### src/rtl/photon_inv_perm_if.sv
// Handshake bundle for photon_inv_perm: input state in, inverted state out.
interface photon_inv_perm_if;
   logic        in_valid;
   logic        in_ready;
   logic [99:0] state_in;
   logic        out_valid;
   logic        out_ready;
   logic [99:0] state_out;

   modport master (
      output in_valid, state_in, out_ready,
      input  in_ready, out_valid, state_out
   );

   modport slave (
      input  in_valid, state_in, out_ready,
      output in_ready, out_valid, state_out
   );
endinterface

### src/rtl/photon_inv_perm.sv
// Iterative inverse PHOTON-80/20/16 permutation, 5x5 nibble state over GF(2^4).
// Define PHOTON_INV_FAST_MIX_EN to unroll the five serial mix steps per round.
module photon_inv_perm #(
   parameter int ROUNDS = 12
) (
   input logic            clk,
   input logic            rst,
   photon_inv_perm_if.slave bus
);

   typedef enum logic [1:0] {IDLE, MIX, SUB, DONE} state_t;

   state_t      st, st_nx;
   logic [99:0] q, q_nx;
   logic [3:0]  rnd, rnd_nx;
   logic [2:0]  step, step_nx;

   function automatic logic [3:0] xt(input logic [3:0] x);
      return {x[2:0], 1'b0} ^ (x[3] ? 4'h3 : 4'h0);
   endfunction

   function automatic logic [3:0] m9(input logic [3:0] x);
      return xt(xt(xt(x))) ^ x;
   endfunction

   function automatic logic [3:0] isbox(input logic [3:0] x);
      logic [3:0] y;
      unique case (x)
         4'h0: y = 4'h5;  4'h1: y = 4'hE;
         4'h2: y = 4'hF;  4'h3: y = 4'h8;
         4'h4: y = 4'hC;  4'h5: y = 4'h1;
         4'h6: y = 4'h2;  4'h7: y = 4'hD;
         4'h8: y = 4'hB;  4'h9: y = 4'h4;
         4'hA: y = 4'h6;  4'hB: y = 4'h3;
         4'hC: y = 4'h0;  4'hD: y = 4'h7;
         4'hE: y = 4'h9;  default: y = 4'hA;
      endcase
      return y;
   endfunction

   function automatic logic [3:0] rc(input logic [3:0] r);
      logic [3:0] y;
      case (r)
         4'd0: y = 4'h1;  4'd1: y = 4'h3;
         4'd2: y = 4'h7;  4'd3: y = 4'hE;
         4'd4: y = 4'hD;  4'd5: y = 4'hB;
         4'd6: y = 4'h6;  4'd7: y = 4'hC;
         4'd8: y = 4'h9;  4'd9: y = 4'h2;
         4'd10: y = 4'h5; 4'd11: y = 4'hA;
         default: y = 4'h0;
      endcase
      return y;
   endfunction

   function automatic logic [3:0] ic(input int r);
      logic [3:0] y;
      case (r)
         1: y = 4'h1;
         2: y = 4'h3;
         3: y = 4'h6;
         4: y = 4'h4;
         default: y = 4'h0;
      endcase
      return y;
   endfunction

   // One inverse serial step on every column: (a0..a4) -> (t,a0..a3)
   function automatic logic [99:0] mix_step(input logic [99:0] s);
      logic [99:0] o;
      logic [3:0]  a [5];
      o = s;
      for (int c = 0; c < 5; c++) begin
         for (int r = 0; r < 5; r++)
            a[r] = s[99-20*r-4*c -: 4];
         o[99-4*c -: 4] = a[4] ^ xt(a[0]) ^ m9(a[1])
                        ^ m9(a[2]) ^ xt(a[3]);
         for (int r = 1; r < 5; r++)
            o[99-20*r-4*c -: 4] = a[r-1];
      end
      return o;
   endfunction

   function automatic logic [99:0] mix_all(input logic [99:0] s);
      logic [99:0] o;
      o = s;
      for (int k = 0; k < 5; k++)
         o = mix_step(o);
      return o;
   endfunction

   // Row rotate right, inverse S-box, then strip the round constants
   function automatic logic [99:0] sub_layer(
      input logic [99:0] s,
      input logic [3:0]  rd
   );
      logic [99:0] o;
      logic [3:0]  v;
      o = '0;
      for (int r = 0; r < 5; r++) begin
         for (int c = 0; c < 5; c++) begin
            v = isbox(s[99-20*r-4*((c+5-r)%5) -: 4]);
            if (c == 0)
               v = v ^ rc(rd) ^ ic(r);
            o[99-20*r-4*c -: 4] = v;
         end
      end
      return o;
   endfunction

   always_ff @(posedge clk or posedge rst) begin
      if (rst) begin
         st   <= IDLE;
         q    <= '0;
         rnd  <= '0;
         step <= '0;
      end else begin
         st   <= st_nx;
         q    <= q_nx;
         rnd  <= rnd_nx;
         step <= step_nx;
      end
   end

   always_comb begin
      st_nx   = st;
      q_nx    = q;
      rnd_nx  = rnd;
      step_nx = step;
      unique case (st)
         IDLE: begin
            if (bus.in_valid) begin
               q_nx    = bus.state_in;
               rnd_nx  = 4'(ROUNDS - 1);
               step_nx = '0;
               st_nx   = MIX;
            end
         end
         MIX: begin
`ifdef PHOTON_INV_FAST_MIX_EN
            q_nx  = mix_all(q);
            st_nx = SUB;
`else
            q_nx    = mix_step(q);
            step_nx = step + 3'd1;
            if (step == 3'd4)
               st_nx = SUB;
`endif
         end
         SUB: begin
            q_nx = sub_layer(q, rnd);
            if (rnd == 4'd0) begin
               st_nx = DONE;
            end else begin
               rnd_nx  = rnd - 4'd1;
               step_nx = '0;
               st_nx   = MIX;
            end
         end
         DONE: begin
            if (bus.out_ready)
               st_nx = IDLE;
         end
         default: st_nx = IDLE;
      endcase
   end

   assign bus.in_ready  = (st == IDLE);
   assign bus.out_valid = (st == DONE);
   assign bus.state_out = q;

endmodule

### src/flat_wrapper.sv
// flat-port wrapper written by rule: the top's interface ports become plain ports
module photon_inv_perm_flat 
#(
   parameter int ROUNDS = 12
)
  (clk, rst, bus_in_valid, bus_state_in, bus_out_ready, bus_in_ready, bus_out_valid, bus_state_out);
  photon_inv_perm_if bus_i ();
  input logic clk;
  input logic rst;
  input wire logic [$bits(bus_i.in_valid)-1:0] bus_in_valid;
  input wire logic [$bits(bus_i.state_in)-1:0] bus_state_in;
  input wire logic [$bits(bus_i.out_ready)-1:0] bus_out_ready;
  output wire logic [$bits(bus_i.in_ready)-1:0] bus_in_ready;
  output wire logic [$bits(bus_i.out_valid)-1:0] bus_out_valid;
  output wire logic [$bits(bus_i.state_out)-1:0] bus_state_out;
  assign bus_i.in_valid = bus_in_valid;
  assign bus_i.state_in = bus_state_in;
  assign bus_i.out_ready = bus_out_ready;
  assign bus_in_ready = bus_i.in_ready;
  assign bus_out_valid = bus_i.out_valid;
  assign bus_state_out = bus_i.state_out;
  photon_inv_perm #(.ROUNDS(ROUNDS)) u_core (.clk(clk), .rst(rst), .bus(bus_i));
endmodule
### config.mk
export PLATFORM = sky130hd
export DESIGN_NAME = photon_inv_perm_flat
export DESIGN_NICKNAME = d
export VERILOG_FILES = /design/src/rtl/photon_inv_perm_if.sv /design/src/rtl/photon_inv_perm.sv /design/src/flat_wrapper.sv
export SDC_FILE = /design/constraint.sdc
export NUM_CORES = 1
export LEC_CHECK = 0
export BUFFER_PORTS_ARGS = -buffer_cell sky130_fd_sc_hd__buf_2
export CAP_MARGIN = 20
export CORE_MARGIN = 5
export CORE_UTILIZATION = 53
export CTS_BUF_LIST = sky130_fd_sc_hd__clkbuf_16
export DETAILED_ROUTE_END_ITERATION = 8
export GPL_ROUTABILITY_DRIVEN = 0
export GPL_TIMING_DRIVEN = 0
export PLACE_DENSITY = 0.85
export SLEW_MARGIN = 20
export SYNTH_ARGS = -nofsm -noshare
export SYNTH_HDL_FRONTEND = slang
export SYNTH_SLANG_ARGS = --single-unit
### constraint.sdc
create_clock -name clk -period 3.13 [get_ports clk]
set_input_delay 0.1565 -clock clk [delete_from_list [all_inputs] [get_ports clk]]
set_output_delay 0.1565 -clock clk [all_outputs]
set_load 0.02 [all_outputs]
---- After elaboration in Yosys (flattened, before gate mapping) ----
Memories as Yosys holds them, arrays and structs flattened.
Index checks and enable logic that the tools add are counted.
cells by class
  reductions and logical operators ........ 8
  equality and inequality tests ........... 8
  bitwise operators ....................... 80
  muxes and demuxes ....................... 68
  add/subtract/negate cells ............... 2
operator list
  cell                                                    number
  bitwise XOR 4 bit                                       80
  one-hot mux 100 bit (3 select lines)                    1
  2-to-1 mux 100 bit                                      1
  2-to-1 mux 2 bit                                        44
  2-to-1 mux 4 bit                                        17
  one-hot mux 3 bit (3 select lines)                      1
  AND reduction 3 bit                                     3
  one-hot mux 2 bit (4 select lines)                      1
  one-hot mux 4 bit (2 select lines)                      1
  2-to-1 mux 3 bit                                        2
  inequality test 2 bit (second input constant)           3
  equality test 2 bit (second input constant)             2
  logical NOT 4 bit                                       1
  subtractor 4 x 1 -> 4 bit (second input constant)       1
  adder 3 x 1 -> 3 bit (second input constant)            1
  equality test 3 bit (second input constant)             1
  nonzero test 3 bit                                      1
  equality test 2 x 1 -> 1 bit (second input constant)    1
  logical NOT 2 bit                                       1
  inequality test 2 x 1 -> 1 bit (second input constant)  1
  AND reduction 2 bit                                     1
  nonzero test 2 bit                                      1
word-level totals
  register bits ........................... 109
  logic and storage cells ................. 200
  bits in read-only memories .............. 1920
  output and inout port bits .............. 102
  memories kept ........................... 30
memory list
  name              depth  bits a word  rd ports  clocked after Yosys merged registers in  wr ports  RTL line               RTL
  (no name shown)   16     4            1         0                                        0         photon_inv_perm.sv:28  unique case (x)
  (no name shown)   16     4            1         0                                        0         photon_inv_perm.sv:43  case (r)
  (no name shown)   16     4            1         0                                        0         photon_inv_perm.sv:28
  (no name shown)   16     4            1         0                                        0         photon_inv_perm.sv:28
  (no name shown)   16     4            1         0                                        0         photon_inv_perm.sv:28
  (no name shown)   16     4            1         0                                        0         photon_inv_perm.sv:28
  24 more memories  -      -            -         -                                        -         -

---- Depth between registers and ports, before layout ----
  word-level depth ........................ 11
  depth in mapped cells ................... 9
  depth with buffers taken out ............ 8

---- Worst setup path after synthesis ----
Ideal clock, no wire load.
  path type ............................... reg-to-reg
  start point ............................. register u_core.q[96] (netlist: u_core.bus.state_out[96])
  end point ............................... register u_core.q[99] (netlist: u_core.bus.state_out[99])
  arrival time ............................ 2.079 ns
  path slack .............................. 0.923 ns
  clock period less this slack ............ 2.207 ns
  path buffers ............................ 0
  required time ........................... 3.002 ns
  cell stages (with the launch flop) ...... 8
  cell sequence ........................... dfrtp_1 inv_1 ha_1 inv_1 mux4_2 xnor2_1 a221oi_1 o21ai_1
between the ends
  word-level cells in the longest chain between the ends .. 5
ends and longest elaborated chain
  element                               RTL line                RTL
  start, declared                       photon_inv_perm.sv:14   logic [99:0] q, q_nx;
  start signal, assigned                photon_inv_perm.sv:118  q <= q_nx;
  memory read (16 x 4 bit)              -
  2-to-1 mux 4 bit                      photon_inv_perm.sv:129  unique case (st)
  bitwise XOR 4 bit (2 in series)       photon_inv_perm.sv:103  v = v ^ rc(rd) ^ ic(r);
  one-hot mux 100 bit (3 select lines)  photon_inv_perm.sv:129
Every way passes these cells. The select of a mux whose other input is x is not followed.
A chain may end at the register's enable or synchronous reset.

---- Final worst setup path ----
  start point ............................. register u_core.st[0]
  end point ............................... register u_core.q[24] (netlist: u_core.bus.state_out[24])
between the ends
  word-level cells in the longest chain between the ends .. 3
  elaborated cells between the ends (all ways) .. 7
  classes of those cells .................. 3 x eq/ne; 1 x mux; 3 x reduce/logical
ends and longest elaborated chain
  element                                                                       RTL line                RTL
  start, declared                                                               photon_inv_perm.sv:13   state_t st, st_nx;
  start signal, assigned                                                        photon_inv_perm.sv:117  st <= st_nx;
  equality test 2 x 1 -> 1 bit (tied with other cells)                          photon_inv_perm.sv:129
  nonzero test 3 bit (no source line) or inequality test 2 bit (tied branches)  -
  AND reduction 2 bit (no source line)                                          -
Parallel ways exist; a longest one is shown, timed or not.

==> results.json <==
{
  "setup_slack_ns": 0.321,
  "fmax_mhz": 356,
  "multi_input_area_sq_um": 8130,
  "start_kind": "flop",
  "synth_top_area_share_pct": 23.0,
  "insertion_delay_ns": 0.37,
  "crit_family": "buffers and inverters",
  "relSlewSlack_pct": 37.9,
  "wirelength_microns": 47200,
  "wl_met1_microns": 16400,
  "fp.dieH_microns": 159,
  "cts_tree": "done",
  "critPathCaptureType": "flop",
  "cap_violations": 0,
  "hp-class": "primary input to flop",
  "tightest_slew_ns": 0.931,
  "slowest_delay_ns": 0.62,
  "ys_ff_latch": 109,
  "syn_nets": 1629,
  "drc": 1,
  "skew_ns": 0.0134,
  "fill_cells": 1867,
  "grt_start_max_net_pins": 71,
  "highest_layer": "met4",
  "detail-route-antenna-nets": 0,
  "layout_common_cells": "260 x buf_2, 177 x o21ai_0, 161 x ha_1, 135 x nand2_1, 114 x inv_1",
  "grt_pass1_wl_microns": 70700,
  "cts.sinks": 109,
  "violations": "design-rule violations",
  "dr_wl_met2_microns": 19400,
  "final_cells": 1866,
  "core-area_sq_um": 21900,
  "synth_async_sr_flop_share_pct": 100,
  "path_common_cell": "buf_2",
  "root_buffer": "clkbuf_16",
  "crit_chain": "inv_1 -> ha_1 -> buf_2 -> buf_2 -> clkbuf_1 -> o221ai_1 -> o211ai_1 -> o21ai_0",
  "grt_usage_pct": 35.5,
  "place_ws_ns": 0.471,
  "slowest_stage": "clkbuf_1",
  "final_common_cell": "buf_2",
  "synthesis.area_sq_um": 11800,
  "clk_pin_slew_ns": 0.08,
  "rsz0062_at_grt": "no",
  "area_growth_pct": 14.4,
  "worst-endpoint-arrival_ns": 3.05,
  "port_buffers": 205,
  "fp.dieW_microns": 159,
  "critPathBufInv": 4,
  "finalCriticalPeriod_ns": 2.81,
  "yosysWarningCount": 0,
  "setup-violations-final": 0,
  "vias_per_cell": 6.74,
  "num_rows": 54,
  "synthTopCellsByArea": "dfrtp_1 23%, ha_1 17%, o21ai_0 7.5%",
  "regArea_sq_um": 2730,
  "final_util_pct": 61.8,
  "slew_violations": 0,
  "grt_pass1_vias": 11917,
  "diodes": 0,
  "synth_flop_cell": "dfrtp_1",
  "cp.required_ns": 3.37,
  "outcome": "finished, violations left",
  "vias": 12584,
  "wl_met3_microns": 7500,
  "dp_hpwl_microns": 35100,
  "nNetsFinal": 1847,
  "die_area_sq_um": 25400,
  "min_period_over_period_pct": 89.7,
  "seq_area_frac_synth_pct": 23.0,
  "drt_pre_antenna_iters": 9,
  "yosys.area.top_type": "dfrtp_1",
  "post_cts_resized": 0,
  "io_pins": 206,
  "avgSynthCellArea_sq_um": 8.68,
  "post_drt_wl_per_cell_microns": 25.3,
  "grt.overflow.total": 0,
  "placed_cells": 1850,
  "synth_edf_count": 0,
  "start_util_pct": 54.1,
  "clock_path_buffers": 2,
  "crit_fanout": 10,
  "antenna_found_initial": 0,
  "first_iter_violations": 1923,
  "layout-drive-gt1-share_pct": 21.2,
  "syn_inst": 1364,
  "yosys.cell_types.count": 56,
  "htree_levels": 3,
  "hold_viol": 0,
  "worst-setup-path-type": "flop to flop",
  "cts_inserted_buffers": 9
}
==> cells by family after synthesis <==
group           count (synthesis)  synth area share (%)
flops                         109                  23.0
simple gates                  242                  9.07
mux                            65                  9.39
compound gates                444                  24.8
fa+ha+maj                     161                  17.0
buf+inv                       232                  8.22
xor+xnor                      111                  8.46
==> state kept, by name, indices dropped and copies added, names as in the netlist <==
name,cells
u_core.bus.state_out,100
u_core.step,3
u_core.rnd,4
u_core.st,2
==> worst min-delay path: cells and delay by family <==
family                 cells  cell delay (ns)
AO/OA/AOI/OAI              2             0.13
buffers and inverters      1             0.09
==> per-layer routing <==
layer / GRT usage (%) / vias up
li1: - / 5312
met1: 44.8 / 5817
met2: 51.5 / 1167
met3: 12.1 / 288
met4: 23.3 / 0
met5: 0 / -
==> area by class of cell <==
| class | instances | share of cell area (%) |
|---|---|---|
| Multi-Input combinational cell | 1023 | 60.1 |
| Sequential cell | 109 | 20.2 |
| Timing Repair Buffer | 207 | 7.86 |
| Buffer | 118 | 4.03 |
| Inverter | 114 | 3.20 |
| Tap cell | 280 | 2.59 |
| Clock buffer | 9 | 1.66 |
| Clock inverter | 6 | 0.416 |
==> final timing paths <==
kind	from	endpoint	slack [ns]	cells past startpoint
setup / recovery	u_core.st[0]	u_core.bus.state_out[24]	0.32	8
hold / removal	bus_state_in[5]	u_core.bus.state_out[5]	0.04	3
setup reg to reg	u_core.st[0]	u_core.bus.state_out[24]	0.32	8
hold reg to reg	u_core.step[0]	u_core.step[0]	0.54	2
max in group asynchronous	rst	u_core.bus.state_out[69]	2.05	4
min in group asynchronous	rst	u_core.rnd[1]	0.35	3
==> Yosys cell counts, types with 4 or more instances <==
master and n:
xnor2_1 88, nor3b_1 5, o21ai_1 5, o21bai_1 5, o221ai_1 10, dfrtp_1 109, a221oi_1 26, nand2_1 135
ha_1 161, a221oi_2 5, a22oi_1 9, or3_1 10, nor3_1 18, nor2b_1 7, o22ai_1 20, inv_1 114
buf_2 55, a21oi_1 43, mux4_2 36, clkbuf_1 42, o211ai_1 82, mux2i_1 24, buf_1 14, nand3_1 29
buf_4 5, a221o_1 26, nand2b_1 13, o31ai_1 5, nor2_1 22, o21ai_0 177, a211oi_1 11, mux2_2 4
xor2_1 20
==> per-stage QoR <==
stage,instance area [sq um],hold slack (ns),setup TNS [ns]
final,13500,0.0381,0
after global routing,13500,0.0564,0
after CTS,13500,0.0321,0
after detailed placement,13200,0.201,0
after global placement,13200,0.407,-170.73
after floorplan,11800,0.311,0
==> timing repair <==
action	in CTS	in global routing
hold buffers	1	0
endpoints found under the hold margin	39	0
buffers inserted	0	0
Power is not shown: default switching activity piles up to over one toggle a cycle in this logic, so the estimate is an artifact.
